===== src/rtl/mvu_pkg.sv =====
// mvu_pkg: shared constants and arithmetic helpers for the MVU compute core.
//   PIPE_LATENCY  : number of enabled edges from accepting a beat to its result.
//   prod_width    : exact width of one signed weight x (signed or zero-extended) activation product.
//   sext_to_accu  : reinterpret a wide signed value as the content of an accu_w-bit register.
package mvu_pkg;

    localparam int PIPE_LATENCY = 3;

    // One extra bit so an unsigned activation can be zero-extended into a signed operand.
    function automatic int prod_width(input int weight_width, input int activation_width);
        return weight_width + activation_width + 1;
    endfunction

    // Keeps the low accu_w bits and sign-extends them back to 64 bits, i.e. the value an
    // accu_w-bit two's complement accumulator actually holds after wrapping.
    function automatic logic signed [63:0] sext_to_accu(input logic signed [63:0] v, input int accu_w);
        return (v <<< (64 - accu_w)) >>> (64 - accu_w);
    endfunction

endpackage


===== src/rtl/mvu_dot_lane.sv =====
// mvu_dot_lane: one PE lane of the MVU core.
//   Stage S2: SIMD exact multipliers plus an exact adder tree, registered after
//             sign-extension/truncation to ACCU_WIDTH; forced to 0 on bubble beats.
//   Stage S3: wrapping accumulator, restarted from 0 when i_restart is set.
// Ports:
//   clk, rst      clock and synchronous active-high reset
//   i_en          stage enable, every register holds when low
//   i_zero        S1 bubble flag, the S2 sum becomes 0 regardless of i_a/i_w
//   i_restart     S3 restart flag, accumulation starts from 0 this edge
//   i_a           S1 activations, element s at s*ACTIVATION_WIDTH
//   i_w           S1 weights for this lane, element s at s*WEIGHT_WIDTH
//   o_acc         accumulator value
// Optional: MVU_LANE_CORE_CHECK_EN enables a simulation warning on signed accumulator overflow.
module mvu_dot_lane
    import mvu_pkg::*;
#(
    parameter int SIMD               = 8,
    parameter int ACTIVATION_WIDTH   = 4,
    parameter int WEIGHT_WIDTH       = 4,
    parameter int ACCU_WIDTH         = 16,
    parameter bit SIGNED_ACTIVATIONS = 1'b0
) (
    input  logic                             clk,
    input  logic                             rst,
    input  logic                             i_en,
    input  logic                             i_zero,
    input  logic                             i_restart,
    input  logic [SIMD*ACTIVATION_WIDTH-1:0] i_a,
    input  logic [SIMD*WEIGHT_WIDTH-1:0]     i_w,
    output logic [ACCU_WIDTH-1:0]            o_acc
);

    localparam int PW = prod_width(WEIGHT_WIDTH, ACTIVATION_WIDTH);
    localparam int DW = PW + $clog2(SIMD);

    logic signed [PW-1:0]         w_prod [SIMD];
    logic signed [DW-1:0]         w_dot;
    logic        [ACCU_WIDTH-1:0] r_sum;
    logic        [ACCU_WIDTH-1:0] r_acc;

    for (genvar s = 0; s < SIMD; s++) begin : g_mul
        logic signed [WEIGHT_WIDTH-1:0] w_wt;
        logic signed [ACTIVATION_WIDTH:0] w_act;
        assign w_wt  = i_w[s*WEIGHT_WIDTH +: WEIGHT_WIDTH];
        // The top bit either replicates the sign or is a zero pad, so the multiply is always signed.
        assign w_act = SIGNED_ACTIVATIONS
                     ? {i_a[s*ACTIVATION_WIDTH + ACTIVATION_WIDTH - 1], i_a[s*ACTIVATION_WIDTH +: ACTIVATION_WIDTH]}
                     : {1'b0, i_a[s*ACTIVATION_WIDTH +: ACTIVATION_WIDTH]};
        assign w_prod[s] = PW'(w_wt) * PW'(w_act);
    end

    always_comb begin
        w_dot = '0;
        for (int s = 0; s < SIMD; s++) begin
            w_dot = w_dot + DW'(w_prod[s]);
        end
    end

    // The bubble mux sits in front of the register so undefined bubble data never reaches r_acc.
    always_ff @(posedge clk) begin
        if (rst) begin
            r_sum <= '0;
            r_acc <= '0;
        end else if (i_en) begin
            r_sum <= i_zero ? '0 : ACCU_WIDTH'(w_dot);
            r_acc <= (i_restart ? '0 : r_acc) + r_sum;
        end
    end

    assign o_acc = r_acc;

`ifdef MVU_LANE_CORE_CHECK_EN
    logic signed [63:0] w_exactNext;
    assign w_exactNext = 64'($signed(i_restart ? '0 : r_acc)) + 64'($signed(r_sum));

    always @(posedge clk) begin
        if (!rst && i_en && (sext_to_accu(w_exactNext, ACCU_WIDTH) != w_exactNext)) begin
            $warning("mvu_dot_lane: signed accumulator overflow");
        end
    end
`endif

endmodule


===== src/rtl/mvu_lane_core.sv =====
// mvu_lane_core: compute core of the matrix-vector unit.
//   Three-stage pipeline advancing only on enabled edges:
//     S1 registers activations, weights, last&!zero and zero (shared by all lanes);
//     S2 forms each lane's SIMD-wide dot product (inside mvu_dot_lane);
//     S3 accumulates per lane and raises vld for a beat that closed a vector.
// Ports:
//   clk, rst   clock and synchronous active-high reset
//   en         global enable, all registers hold when low
//   last       beat closes a dot-product vector (ignored on bubbles)
//   zero       bubble beat, contributes nothing
//   w          PE*SIMD weights, element [pe][s] at (pe*SIMD+s)*WEIGHT_WIDTH
//   a          SIMD activations, element [s] at s*ACTIVATION_WIDTH
//   vld        p holds a completed result
//   p          PE results, lane pe at pe*ACCU_WIDTH
// Optional: MVU_LANE_CORE_CHECK_EN enables simulation-only parameter, X and overflow checks.
module mvu_lane_core
    import mvu_pkg::*;
#(
    parameter int PE                 = 4,
    parameter int SIMD               = 8,
    parameter int ACTIVATION_WIDTH   = 4,
    parameter int WEIGHT_WIDTH       = 4,
    parameter int ACCU_WIDTH         = 16,
    parameter bit SIGNED_ACTIVATIONS = 1'b0
) (
    input  logic                                clk,
    input  logic                                rst,
    input  logic                                en,
    input  logic                                last,
    input  logic                                zero,
    input  logic [PE*SIMD*WEIGHT_WIDTH-1:0]     w,
    input  logic [SIMD*ACTIVATION_WIDTH-1:0]    a,
    output logic                                vld,
    output logic [PE*ACCU_WIDTH-1:0]            p
);

    logic [SIMD*ACTIVATION_WIDTH-1:0] r_a;
    logic [PE*SIMD*WEIGHT_WIDTH-1:0]  r_w;
    logic                             r_last1;
    logic                             r_zero1;
    logic                             r_last2;
    logic                             r_restart;
    logic                             r_vld;

    // Data registers are cleared on reset too, so a cleared zero flag still yields a zero sum.
    always_ff @(posedge clk) begin
        if (rst) begin
            r_a     <= '0;
            r_w     <= '0;
            r_last1 <= 1'b0;
            r_zero1 <= 1'b0;
        end else if (en) begin
            r_a     <= a;
            r_w     <= w;
            r_last1 <= last & ~zero;
            r_zero1 <= zero;
        end
    end

    // restart starts high so the first vector after reset begins from 0 without a clear cycle.
    always_ff @(posedge clk) begin
        if (rst) begin
            r_last2   <= 1'b0;
            r_restart <= 1'b1;
            r_vld     <= 1'b0;
        end else if (en) begin
            r_last2   <= r_last1;
            r_restart <= r_last2;
            r_vld     <= r_last2;
        end
    end

    for (genvar pe = 0; pe < PE; pe++) begin : g_lane
        mvu_dot_lane #(
            .SIMD               (SIMD),
            .ACTIVATION_WIDTH   (ACTIVATION_WIDTH),
            .WEIGHT_WIDTH       (WEIGHT_WIDTH),
            .ACCU_WIDTH         (ACCU_WIDTH),
            .SIGNED_ACTIVATIONS (SIGNED_ACTIVATIONS)
        ) u_lane (
            .clk       (clk),
            .rst       (rst),
            .i_en      (en),
            .i_zero    (r_zero1),
            .i_restart (r_restart),
            .i_a       (r_a),
            .i_w       (r_w[pe*SIMD*WEIGHT_WIDTH +: SIMD*WEIGHT_WIDTH]),
            .o_acc     (p[pe*ACCU_WIDTH +: ACCU_WIDTH])
        );
    end

    assign vld = r_vld;

`ifdef MVU_LANE_CORE_CHECK_EN
    if (ACTIVATION_WIDTH < 1 || ACTIVATION_WIDTH > 9) begin : g_badActWidth
        $error("mvu_lane_core: ACTIVATION_WIDTH must be 1..9");
    end
    if (ACTIVATION_WIDTH == 9 && !SIGNED_ACTIVATIONS) begin : g_badActSign
        $error("mvu_lane_core: ACTIVATION_WIDTH=9 requires SIGNED_ACTIVATIONS=1");
    end
    if (WEIGHT_WIDTH < 1 || WEIGHT_WIDTH > 8) begin : g_badWeightWidth
        $error("mvu_lane_core: WEIGHT_WIDTH must be 1..8");
    end
    if (ACCU_WIDTH < 1 || ACCU_WIDTH > 63 || PE < 1 || SIMD < 1) begin : g_badShape
        $error("mvu_lane_core: PE, SIMD and ACCU_WIDTH out of range");
    end

    always @(posedge clk) begin
        if (!rst && $isunknown({en, last, zero})) begin
            $error("mvu_lane_core: X on en/last/zero");
        end
    end
`endif

endmodule


===== config.mk =====
export PLATFORM = sky130hd
export DESIGN_NAME = mvu_lane_core
export DESIGN_NICKNAME = d
export VERILOG_FILES = /design/src/rtl/mvu_pkg.sv /design/src/rtl/mvu_dot_lane.sv /design/src/rtl/mvu_lane_core.sv
export SDC_FILE = /design/constraint.sdc
export NUM_CORES = 2
export LEC_CHECK = 0
export CORE_MARGIN = 4
export CORE_UTILIZATION = 40
export CTS_CLUSTER_SIZE = 25
export DETAILED_ROUTE_END_ITERATION = 6
export PLACE_DENSITY = 0.68
export RECOVER_POWER = 100
export SKIP_LAST_GASP = 1
export SYNTH_ARGS = -nofsm -noshare
export SYNTH_HDL_FRONTEND = slang
export SYNTH_SLANG_ARGS = --single-unit

===== constraint.sdc =====
create_clock -name clk -period 14.1 [get_ports clk]
set_input_delay 1.41 -clock clk [delete_from_list [all_inputs] [get_ports clk]]
set_output_delay 1.41 -clock clk [all_outputs]
set_load 0.05 [all_outputs]

== After elaboration in Yosys (flattened, before gate mapping) ==
Index checks and enable logic that the tools add are counted.

* Add/sub/neg operators: 32
* $mul: 32
* Divide/modulo/power cells: 0
* $lt $le $gt $ge: 0
* Equal/unequal tests: 0
* Shift-type cells: 0
* Mux-type cells: 8
* Bitwise operators: 2
* Reduce and logical (&&, ||, !) cells: 0

{| class="wikitable"
|+ Operators by type and width
! cell !! number
|-
| multiplier 4 x 5 -> 9 bit || 32
|-
| adder 12 x 9 -> 12 bit || 20
|-
| two-way mux 16 bit || 8
|-
| adder 16 bit || 4
|-
| adder 10 x 9 -> 11 bit || 4
|-
| adder 9 x 9 -> 10 bit || 4
|-
| bitwise AND 1 bit || 1
|-
| NOT 1 bit || 1
|}

* Register bits: 293
* Bits in latches: 0
* RAM bits: 0
* ROM bits: 0
* Bits of input ports: 165
* Output and inout bits: 65
* Logic and storage cells: 89
* Memories: 0

== Depth between registers and ports, before layout ==
* Word-level depth: 9
* Gate-level depth with buffers: 38
* Depth with buffers taken out: 38

== Cells and area by module ==
A second synthesis with hierarchy kept.

* Cells, all modules: 3865
* Area, all modules: 36463.7 um^2

{| class="wikitable"
|+ Modules (own cells, without submodules)
! module !! times used !! cells each !! area an instance (um^2) !! seq. area each (um^2)
|-
| mvu_dot_lane at g_lane[1].u_lane ... || 2 || 832 || 7647.3 || 560.5
|-
| mvu_dot_lane at g_lane[0].u_lane || 1 || 836 || 7627.3 || 560.5
|-
| mvu_dot_lane at g_lane[3].u_lane || 1 || 832 || 7614.8 || 560.5
|-
| mvu_lane_core || 1 || 533 || 5926.9 || 3303.2
|}

== Worst setup path after synthesis ==
OpenSTA, ideal clock, no wires.

* Kind: register to register
* Start: register r_a[11]
* End: register g_lane[0].u_lane.r_sum[10]
* Library setup time: 0.128 ns
* Data arrival time: 8.946 ns
* Required time: 13.972 ns
* Path slack: 5.026 ns
* Cell stages (with the launch flop): 38
* Path buffers: 1
* Clock period less this slack: 9.074 ns
* Cell sequence: dfxtp_1 > clkbuf_1 > nand2_1 > fa_1 > inv_1 > fa_1 > fa_1 > inv_1 > fa_1 > inv_1 > ha_1 > inv_1 > fa_1 > inv_1 > ha_1 > inv_1 > fa_1 > inv_1 > [... 2 more ...] > fa_1 > fa_1 > inv_1 > fa_1 > inv_1 > fa_1 > inv_1 > fa_1 > inv_1 > ha_1 > a21o_1 > a21oi_1 > o21bai_1 > a21oi_1 > o21bai_1 > a21oi_1 > xor2_1 > o21ai_0

* Longest elaborated chain between the ends: 8

{| class="wikitable"
|+ Ends and longest elaborated chain
! what !! line !! text
|-
| start: declaration || mvu_lane_core.sv:37 || <nowiki>logic [SIMD*ACTIVATION_WIDTH-1:0] r_a;</nowiki>
|-
| start signal: assignment || mvu_lane_core.sv:48 || <nowiki>r_a <= '0;</nowiki>
|-
| start signal: assignment || mvu_lane_core.sv:53 || <nowiki>r_a <= a;</nowiki>
|-
| multiplier 4 x 5 -> 9 bit || mvu_dot_lane.sv:49 || <nowiki>assign w_prod[s] = PW'(w_wt) * PW'(w_act);</nowiki>
|-
| adder 10 x 9 -> 11 bit || mvu_dot_lane.sv:55 || <nowiki>w_dot = w_dot + DW'(w_prod[s]);</nowiki>
|-
| adder 12 x 9 -> 12 bit (5 in series) || mvu_dot_lane.sv:55 ||
|-
| two-way mux 16 bit || mvu_dot_lane.sv:65 || <nowiki>r_sum <= i_zero ? '0 : ACCU_WIDTH'(w_dot);</nowiki>
|-
| end signal: assignment || mvu_dot_lane.sv:65 ||
|-
| end: declaration || mvu_dot_lane.sv:38 || <nowiki>logic [ACCU_WIDTH-1:0] r_sum;</nowiki>
|}

Every way passes these cells.
A chain may end at the register's enable or synchronous reset.

==> results by group <==
Outcome
  – Outcome: finished, violations left
  – Failing checks: max-capacitance violations, max-slew violations

CTS
  – Setup Fix Bufs, Post-CTS: 0
  – H-tree Lvls: 2
  – Clock Latency Late Sink: 0.58 ns
  – CTS Hold Bufs: 0
  – CTS resizes: 0
  – CTS Sinks: 277
  – Maximum buffer depth of the clock tree: 3
  – CTS Buf Count: 37
  – TritonCTS clock tree: done
  – Root buffer cell: clkbuf_16
  – Clock transition at the registers of the reported paths: 0.06 ns

Synth
  – YS warnings: 0
  – Post-synth EDFFs: 0
  – Area leader, netlist: fa_1
  – Yosys top cell area share: 0.3014
  – Top post-synthesis cells by area: fa_1 30%, ha_1 16%, dfxtp_1 15%, inv_1 8.8%, mux2i_1 5.2%
  – Seq cells post-synth: 277
  – FFs w/ async S/R, synth: 0
  – Syn_nets: 5089
  – Synth Cell Area: 36140 sq um
  – Most used DFF post-synth: dfxtp_1
  – Avg Inst Size Synth: 9.228 sq um
  – Register area share after synthesis: 0.1535
  – Cells after Synth: 3916
  – Netlist cell types: 70

Timing
  – Fin crit share: 0.6857
  – Final setup margin: 4.432 ns
  – Unrepaired setup endpoints after global routing: no
  – Finish-stage setup viols: 0
  – Fmax achieved: 103.4 MHz
  – Fin. Hold Viols: 0
  – Worst-Margin Slew: 5.057 ns
  – Hold Slack: 0.4714 ns
  – Skew final: 0.03055 ns
  – Fin crit period: 9.668 ns
  – Pins Over Slew Limit: 272
  – Final setup TNS: 0 ns
  – Relative slew slack: -2.372

Floorplan
  – Die Wd: 308.6 um
  – Die extent in y: 308.6 um
  – Rows: 109
  – Ports: 230
  – Die area: 95220 sq um
  – Initial Util: 0.4058
  – Core Region: 89060 sq um

Global route
  – M2 GR Usage: 0.3156
  – Met1 Use GR: 0.2743
  – Largest net degree at the start of global routing: 96
  – Most used routing layer in global routing: met2
  – Initial antenna violation count: 1
  – First-pass GRT wire length: 146200 um
  – Overall routing resource usage: 0.1950
  – Met3 usage: 0.03115
  – Total gr overflow: 0
  – Vias in the first global route: 26.56k

Place
  – DPL Wire Length: 73980 um
  – Worst Setup Slack post-DPL: 4.443 ns
  – Port-buffer cells: 229
  – Routability congestion estimate: 0.8856
  – Cells after DPL: 5227

Power
  – Maximum vdd ir drop: 0.1120 mV
  – PwrDens: 122.4 nW/um^2
  – Leakage power of the design: 0.02087 uW

Routing
  – Wire per inst: 17.07 um
  – Routed wire length: 90390 um
  – ANT nets after route: 0
  – Vias: 25.53k
  – Vias/cell: 4.821
  – Initial DRT Pass Iterations: 5
  – Iteration-0 DRC Markers: 1242
  – # DRC: 0

Cells and area
  – Register area: 5547 sq um
  – Area Growth Syn to Fin: 13.05%
  – Final Non-Filler Cells: 5295
  – Most common library cell in the layout ignoring fill and taps: inv_1
  – Layout cells sized above 1: 0.02398
  – Layout fillers: 8493
  – Area of the multi-input gates: 27000 sq um
  – Most frequent cells in the layout: 848 x inv_1, 544 x fa_1, 464 x ha_1, 321 x nor2_1, 276 x dfxtp_1
  – Nets: 5274

Worst setup path
  – Crit-path most repeated cell: clkbuf_1
  – CP delay by family, top: buffers and inverters
  – Crit Path Max Fanout: 74
  – Crit path kind: in -> reg
  – Worst endpoint data arrival time: 10.09 ns
  – WP buf/inv: 3
  – Worst setup EP type: register
  – CP peak stage delay: 3.44 ns
  – CP Cell Sequence: clkbuf_1, clkbuf_1, clkbuf_1, mux2i_1, nor2_1
  – Slowest CP cell: clkbuf_1
  – CP startpoint kind: input pin
  – Required time worst endpoint: 14.53 ns

Run
  – Max-cap violation count: 5

Hold path
  – Hold WC Path Type: reg -> reg
==> worst min-delay path, stage by stage (launching register included) <==
cell     delay, ns
dfxtp_1       0.31
nand2_1       0.06
a21oi_1       0.05
==> worst paths after layout <==
kind	startpoint	endpoint	slack, ns	cells after the start
worst max-delay path	en	r_w[4]	4.43	5
worst min-delay path	g_lane[3].u_lane.o_acc[8]	g_lane[3].u_lane.o_acc[8]	0.47	2
worst max register to register	r_a[8]	g_lane[1].u_lane.r_sum[10]	4.46	37
worst min register to register	g_lane[3].u_lane.o_acc[8]	g_lane[3].u_lane.o_acc[8]	0.47	2
==> cells by family after synthesis <==
kind of cell,share of synthesized area
simple gates,0.1386
compound gates,0.06243
xor+xnor,0.03102
fa+ha+maj,0.4626
flops,0.1535
buf+inv,0.09958
mux,0.05235
==> state kept, by name (all words and copies together), names as in the netlist <==
| name | count |
|---|---|
| g_lane.u_lane.r_sum | 48 |
| r_a | 32 |
| r_w | 128 |
| g_lane.u_lane.o_acc | 64 |
| r_zero1 | 1 |
| r_restart | 1 |
| r_last1 | 1 |
| r_last2 | 1 |
| vld | 1 |
==> Yosys cell counts (all sizes together), types with 34 or more instances <==
cell type and count:
dfxtp 277, inv 849, nor2b 81, clkbuf 83
a21oi 100, fa 544, and2 258, ha 464
xnor2 94, mux2i 189, o21ai 66, a21o 42
xor2 34, nor2 322, nand2 212, nand2b 55
==> cell type report <==
class | count | share of cell area
Sequential cell | 277 | 0.1358
Tap cell | 1165 | 0.03568
Inverter | 849 | 0.07800
Timing Repair Buffer | 251 | 0.05963
Multi-Input combinational cell | 2685 | 0.6608
Antenna cell | 2 | 0.0001225
Clock buffer | 54 | 0.02674
Clock inverter | 12 | 0.003277
==> stage by stage <==
stage | area, sq um | utilization | power, uW
after global routing | 40850 | 0.4587 | 5569
after detailed placement | 39660 | 0.4453 | 4044
after CTS | 40890 | 0.4591 | 5059
final | 40850 | 0.4587 | 5001
after global placement | 39660 | 0.4453 | 3983
after floorplan | 36140 | - | 3272
==> routing by layer <==
| layer | routed length, um | share of wire | up-vias |
|---|---|---|---|
| li1 | - | - | 12500 |
| met1 | 42340 | 0.47 | 12380 |
| met3 | 4580 | 0.051 | 113 |
| met4 | 2574 | 0.028 | 0 |
| met5 | 0 | 0 | - |
| met2 | 40900 | 0.45 | 535 |
==> power by group <==
part / leakage [uW] / switching (uW) / internal, uW
logic: 0.0180 / 1720 / 1310
registers: 0.00228 / 121 / 877
clock network: 0.000596 / 393 / 576
No activity file was read; power rests on OpenSTA's default activity.
